[src/rtl/tdc_thermo_decoder.sv]
// Thermometer-code TDC reader: pipelined popcount, windowed accumulation, valid/ready result port.
// Optional build macro TDC_BUBBLE_FILTER_EN enables a 3-tap majority bubble filter ahead of S0.

module tdc_popcnt_group #(
  parameter int GROUP = 16,
  parameter int GW    = $clog2(GROUP + 1)
)(
  input  logic             clk,
  input  logic             clrn,
  input  logic [GROUP-1:0] bits,
  output logic [GW-1:0]    cnt
);
  logic [GW-1:0] sum;

  always_comb begin
    sum = '0;
    for (int i = 0; i < GROUP; i++) sum = sum + GW'(bits[i]);
  end

  always_ff @(posedge clk or negedge clrn)
    if (!clrn) cnt <= '0;
    else       cnt <= sum;
endmodule

module tdc_thermo_decoder #(
  parameter  int N        = 128,
  parameter  int GROUP    = 16,
  parameter  int AVG_LOG2 = 4,
  localparam int CW       = $clog2(N + 1),
  localparam int AW       = CW + AVG_LOG2
)(
  input  logic          clk,
  input  logic          clrn,
  input  logic [N-1:0]  thermo,
  input  logic          in_valid,
  input  logic          flush,
  output logic [CW-1:0] last_count,
  output logic [AW-1:0] out_data,
  output logic          out_valid,
  input  logic          out_ready,
  output logic          overrun
);
  localparam int NG     = N / GROUP;
  localparam int GW     = $clog2(GROUP + 1);
  localparam int SW     = (AVG_LOG2 > 0) ? AVG_LOG2 : 1;
  localparam int STAGES = 2;

  logic [N-1:0] thermo_f;
`ifdef TDC_BUBBLE_FILTER_EN
  // Neighbours beyond the chain ends read as 1 below bit 0 and 0 above bit N-1.
  logic [N-1:0] t_lo, t_hi;
  assign t_lo     = {thermo[N-2:0], 1'b1};
  assign t_hi     = {1'b0, thermo[N-1:1]};
  assign thermo_f = (t_lo & thermo) | (thermo & t_hi) | (t_lo & t_hi);
`else
  assign thermo_f = thermo;
`endif

  logic [STAGES:0]          vld_pipe;
  logic [N-1:0]             s0_thermo;
  logic [NG-1:0][GW-1:0]    part;
  logic [CW-1:0]            part_sum;

  always_ff @(posedge clk or negedge clrn)
    if (!clrn) begin
      vld_pipe  <= '0;
      s0_thermo <= '0;
    end else begin
      if (in_valid) s0_thermo <= thermo_f;
      if (flush) vld_pipe <= '0;
      else       vld_pipe <= {vld_pipe[STAGES-1:0], in_valid};
    end

  for (genvar g = 0; g < NG; g++) begin : g_grp
    tdc_popcnt_group #(.GROUP(GROUP), .GW(GW)) u_grp (
      .clk  (clk),
      .clrn (clrn),
      .bits (s0_thermo[g*GROUP +: GROUP]),
      .cnt  (part[g])
    );
  end

  always_comb begin
    part_sum = '0;
    for (int g = 0; g < NG; g++) part_sum = part_sum + CW'(part[g]);
  end

  // last_count doubles as the S2 count register feeding the accumulator.
  always_ff @(posedge clk or negedge clrn)
    if (!clrn)                        last_count <= '0;
    else if (vld_pipe[1] && !flush)   last_count <= part_sum;

  logic [SW-1:0] smp_cnt;
  logic [AW-1:0] acc, win_sum;
  logic          win_done;

  assign win_sum  = acc + AW'(last_count);
  assign win_done = vld_pipe[STAGES] && (smp_cnt == SW'((1 << AVG_LOG2) - 1));

  always_ff @(posedge clk or negedge clrn)
    if (!clrn) begin
      smp_cnt <= '0;
      acc     <= '0;
    end else if (flush) begin
      smp_cnt <= '0;
      acc     <= '0;
    end else if (vld_pipe[STAGES]) begin
      if (win_done) begin
        smp_cnt <= '0;
        acc     <= '0;
      end else begin
        smp_cnt <= smp_cnt + SW'(1);
        acc     <= win_sum;
      end
    end

  // A completing window may reuse the slot being drained on the same edge.
  always_ff @(posedge clk or negedge clrn)
    if (!clrn) begin
      out_valid <= 1'b0;
      out_data  <= '0;
      overrun   <= 1'b0;
    end else if (flush) begin
      out_valid <= 1'b0;
      overrun   <= 1'b0;
    end else if (win_done) begin
      if (!out_valid || out_ready) begin
        out_data  <= win_sum;
        out_valid <= 1'b1;
      end else begin
        overrun   <= 1'b1;
      end
    end else if (out_ready) begin
      out_valid <= 1'b0;
    end
endmodule
[config.mk]
export PLATFORM = sky130hd
export DESIGN_NAME = tdc_thermo_decoder
export DESIGN_NICKNAME = d
export VERILOG_FILES = /design/src/rtl/tdc_thermo_decoder.sv
export SDC_FILE = /design/constraint.sdc
export NUM_CORES = 1
export LEC_CHECK = 0
export ABC_AREA = 1
export CORE_MARGIN = 4
export CORE_UTILIZATION = 55
export CTS_CLUSTER_SIZE = 30
export DETAILED_ROUTE_END_ITERATION = 16
export PLACE_DENSITY = 0.8
export SLEW_MARGIN = 30
export SYNTH_ARGS = -nofsm -noshare
export SYNTH_HDL_FRONTEND = slang
export SYNTH_SLANG_ARGS = --single-unit
[constraint.sdc]
create_clock -name clk -period 4.2 [get_ports clk]
set_clock_uncertainty 0.05 [all_clocks]
set_input_delay 1.26 -clock clk [delete_from_list [all_inputs] [get_ports clk]]
set_output_delay 1.26 -clock clk [all_outputs]
set_load 0.005 [all_outputs]
After elaboration in Yosys (flattened, before gate mapping). Cells that the tools add are included.

Add/sub/neg operators: 129. Eq/ne operators: 3. Mux-type cells: 14. Bitwise logic cells: 1. Reduce and logical (&&, ||, !) cells: 11.

Operators by type and width (number): 5-bit by 1-bit adder with 5-bit output (112); 12-bit 2-to-1 mux (3); 8-bit by 5-bit adder with 8-bit output (4); 1-bit by 1-bit adder with 2-bit output (8); 12-bit by 8-bit adder with 12-bit output (1); 4-bit 2-to-1 mux (3); 7-bit by 5-bit adder with 8-bit output (1); 6-bit by 5-bit adder with 7-bit output (1); 1-bit 2-to-1 mux (7); 5-bit by 5-bit adder with 6-bit output (1); 4-bit by 1-bit adder with 4-bit output (second input constant) (1); 4-bit equality test (second input constant) (1); 2-bit AND reduction (2); 2-bit nonzero test (2); 3-bit 2-to-1 mux (1); 3-bit by 2-bit inequality test with 1-bit output (second input constant) (1); 3-bit AND reduction (1); 3-bit nonzero test (1); 1-bit logical AND (2); 1-bit zero test (2); 2-bit inequality test (second input constant) (1); 1-bit logical OR (1); 1-bit NOT (1).

Flip-flop bits (word level): 209. Input bits: 133. Logic and storage cells: 174.

Depth between registers and ports, before layout.
Depth in word-level cells: 15. Gate-level depth with buffers: 15. Depth with buffers taken out: 15.

Hierarchy. Synthesis repeated with hierarchy kept, for this count alone.

Cells, all modules: 1395. Area total of the unflattened synthesis: 12236.7 sq um.

By module, submodules not included: tdc_thermo_decoder (instances 1, cells each 915, area an instance 7832.5 sq um); tdc_popcnt_group at g_grp[0].u_grp ... (instances 6, cells each 61, area an instance 554.3 sq um); tdc_popcnt_group at g_grp[6].u_grp ... (instances 2, cells each 57, area an instance 539.3 sq um).

Worst setup path after synthesis. Ideal clock, no wire load.

Kind: reg-to-reg. Start: reg s0_thermo[80]. End: reg g_grp[5].u_grp.cnt[2]. Setup time: 0.124 ns. Arrival time: 3.609 ns. Required time: 4.026 ns. Path slack: 0.417 ns. Cell stages (with the launch flop): 11. Buffers on the path: 0. Clock period less this slack: 3.783 ns. Cells stage by stage: dfrtp_1 -> ha_1 -> inv_1 -> fa_1 -> fa_1 -> fa_1 -> fa_1 -> inv_1 -> fa_1 -> fa_1 -> xor2_1.

Longest elaborated chain between the ends: 15.

Ends and longest elaborated chain: start, declared (RTL line 60) `logic [N-1:0] s0_thermo;`; start signal, assigned (RTL line 69) `if (in_valid) s0_thermo <= thermo_f;`; 1-bit by 1-bit adder with 2-bit output (RTL line 17) `for (int i = 0; i < GROUP; i++) sum = sum + GW'(bits[i]);`; 5-bit by 1-bit adder with 5-bit output (14 in a row) (RTL line 17); named net g_grp[5].u_grp.sum[2] (RTL line 13) `logic [GW-1:0] sum;`; end signal, assigned (RTL line 22) `else cnt <= sum;`; end, declared (RTL line 11) `output logic [GW-1:0] cnt`.

The timed path passes the listed nets, and every way through them passes these cells. A chain may end at the register's enable or synchronous reset.

Worst setup path in the final report.
Start: reg s0_thermo[80]. End: reg g_grp[5].u_grp.cnt[4].

The elaborated chain is that of the path after synthesis.

==> impl_metrics.yaml <==
die:
  fp.dieArea_um2: 23700
  initial_utilization_pct: 55.7
  die_w_um: 154
  placeableCoreArea_um2: 21000
  io-pin-count: 155
  num_rows: 53
  die_y_um: 154
route:
  ant_nets: 0
  via_per_inst: 4.81
  drtPass1Iterations: 4
  vias: 8010
  drc: 0
  drt_wl_total_um: 23000
  drt_iter0_markers: 325
  wl_per_cell_um: 13.8
logic_synthesis:
  ys_seq_elements: 209
  synth_async_sr_flop_share_pct: 100
  syn_inst: 1216
  synth_nets: 1516
  synth_edf_count: 0
  yosysWarningCount: 0
  netlist_area_um2: 11700
  avgSynthCellArea_um2: 9.64
  yosysSeqAreaShare_pct: 44.6
  ys_types: 27
  yosysTopAreaCellShare_pct: 44.6
  synth_top_area_cell: "dfrtp_1"
  synthTopCellsByArea: "dfrtp_1, fa_1, nand2_1, inv_1, ha_1"
  ys.flop_type: "dfrtp_1"
worst_setup_path:
  path_cells: "ha_1 > inv_1 > fa_1 > fa_1 > fa_1 > fa_1 > inv_1 > fa_1 > fa_1 > nand2_1 > a21boi_0"
  worst_setup_path_end_kind: "flip-flop"
  critPathTopFamily: "adder cells"
  path_buf_inv: 2
  cp_slowest_cell: "fa_1"
  critical_path_class: "flip-flop to flip-flop"
  crit_arrival_ns: 4.26
  required_ns: 4.53
  max_stage_delay_ns: 0.55
  critical_path_cell_count: 11
  crit_path_frequent_cell: "fa_1"
  cp_max_fo: 2
  worstRegToRegCells: 11
  worstSetupStartpointType: "flip-flop"
global_route:
  grt_usage_pct: 20.5
  grt_max_degree: 112
  first_global_vias: 8711
  antenna_found_initial: 0
  globalRoute.totalOverflow: 0
  grt_pass1_wl_um: 40500
clocking:
  cts_made_buffers: 23
  holdBufCountCts: 0
  cts_setup_buffers: 0
  clock_sinks: 209
  insertion_delay_ns: 0.51
  cts.repair.resized: 0
  cts-root-buf: "clkbuf_16"
  htree_levels: 1
  cts_buffer_depth: 3
  clk_pin_slew_worst_paths_ns: 0.06
  cts_tree: "built"
place:
  gp_congestion: 0.828
  post-place-ws_ns: 0.260
  dpl.hpwl_um: 17700
  portBuffers: 154
timing:
  max_freq_mhz: 254
  setup_slack_ns: 0.269
  slew_violations: 0
  finalHoldViolations: 0
  setup_viol: 0
  worst_pin_slew_ns: 0.822
  rsz0062_at_grt: "no"
  finalCritPeriodShare_pct: 93.6
  min_period_ns: 3.93
  setup_tns_ns: 0
  slew_headroom_pct: 45.2
job:
  drv_cap: 0
pwr:
  leakage_nw: 7.38
  power_density_nw_per_um2: 745
  ir_drop_mv: 0.979
status:
  status: "complete, no violations"
cells_and_area:
  drive_above_1_share_pct: 4.39
  antenna_cells: 0
  fillerInstances: 1596
  area_delta_synth_final_pct: 21.9
  fin_nets: 1673
min_path:
  hp-class: "flip-flop to flip-flop"
  whs_path_depth: 2
## cell type report
type / count / area [µm²] / share of cell area, %
multi-input combinational: 699 / 5300 / 37.1
sequential: 209 / 5230 / 36.6
timing repair buffer: 164 / 1630 / 11.4
inverter: 276 / 1040 / 7.27
clock buffer: 27 / 611 / 4.27
tap: 275 / 344 / 2.41
clock inverter: 14 / 129 / 0.902
## Yosys cell counts, types with 2 or more instances
master	instances
a21boi_0	3
nor2_1	20
nand4_1	3
fa_1	110
clkbuf_1	17
a21oi_1	15
nand3_1	31
o21ai_0	123
inv_1	272
ha_1	57
nand3b_1	3
dfrtp_1	209
xnor2_1	9
nand2_1	305
xor2_1	12
or2_2	2
o21ai_2	3
buf_2	12
inv_2	2
## kinds of logic (layout without fill, tap and decap cells)
kind of cell,count (synthesis),count (layout),share of synthesized area (%)
and+or+nand+nor,366,366,12.4
buffers and inverters,308,481,10.1
DFF,209,209,44.6
adders and majority gates,167,167,24.9
AOI/OAI and AO/OA,145,145,6.37
xor gates and xnor gates,21,21,1.57
## routing by layer
layer / routed length, µm / GRT usage, % / share of wire [%]
met1: 9520 / 26.5 / 41
met2: 12000 / 36.8 / 52
met3: 1020 / 3.43 / 4.4
met4: 461 / 4.21 / 2.0
met5: 0 / 0 / 0
## worst reg2reg max path: stages (launching register included)
cell and delay (ns):
dfrtp_1 0.39, ha_1 0.29, inv_1 0.07, fa_1 0.43, fa_1 0.55, fa_1 0.44
fa_1 0.49, inv_1 0.05, fa_1 0.41, fa_1 0.48, nand2_1 0.09, a21boi_0 0.08
## path summary, 6_finish.rpt
| path | from | end | slack, ns |
|---|---|---|---|
| max | s0_thermo[80]$_DFFE_PN0P_ | g_grp[5].u_grp.cnt[4]$_DFF_PN0_ | 0.27 |
| max in group asynchronous | clrn | out_data[0]$_DFFE_PN0P_ | 2.55 |
| min reg2reg | vld_pipe[0]$_DFF_PN0_ | vld_pipe[1]$_DFF_PN0_ | 0.42 |
| max reg2reg | s0_thermo[80]$_DFFE_PN0P_ | g_grp[5].u_grp.cnt[4]$_DFF_PN0_ | 0.27 |
| min in group asynchronous | clrn | s0_thermo[10]$_DFFE_PN0P_ | 0.80 |
| min | vld_pipe[0]$_DFF_PN0_ | vld_pipe[1]$_DFF_PN0_ | 0.42 |
## registers in the layout, indices dropped and copies added, names as in the netlist
name	count
s0_thermo	128
g_grp.u_grp.cnt	40
acc	12
out_data	12
last_count	8
smp_cnt	4
vld_pipe	3
out_valid	1
overrun	1
## cell usage in the layout, fill, tap and decap left out, types with 2 or more instances in the layout
master / n
xor2_1: 12
bufinv_16: 2
buf_4: 9
o21ai_2: 3
inv_2: 2
clkinvlp_4: 2
nand3b_1: 3
xnor2_1: 9
ha_1: 57
or2_2: 2
a21boi_0: 3
nand3_1: 31
clkbuf_1: 2
o21ai_0: 123
nand2_1: 305
clkbuf_8: 3
dfrtp_1: 209
fa_1: 110
inv_1: 272
clkinv_2: 9
nor2_1: 20
a21oi_1: 15
nand4_1: 3
clkdlybuf4s50_1: 152
clkbuf_16: 23
## through the flow
step	power (W)	cells	hold WS (ns)	cell area, µm²	util, %
2_1_floorplan	0.00714	1216	0.384	11700	-
3_3_place_gp	0.00832	1623	0.396	13500	64.4
3_5_place_dp	0.00877	1623	0.413	13500	64.4
4_1_cts	0.0108	1664	0.429	14300	68.0
5_1_grt	0.0121	1664	0.451	14300	68.0
6_report	0.0106	1664	0.422	14300	68.0
## power by group
part           leakage [nW]  switching (W)  internal, W  total [W]
combinational          4.41        0.00350      0.00265    0.00615
sequential             2.60       0.000138      0.00238    0.00252
clock                 0.368       0.000806      0.00116    0.00197
Note: power is estimated with default switching activity, not from simulation.
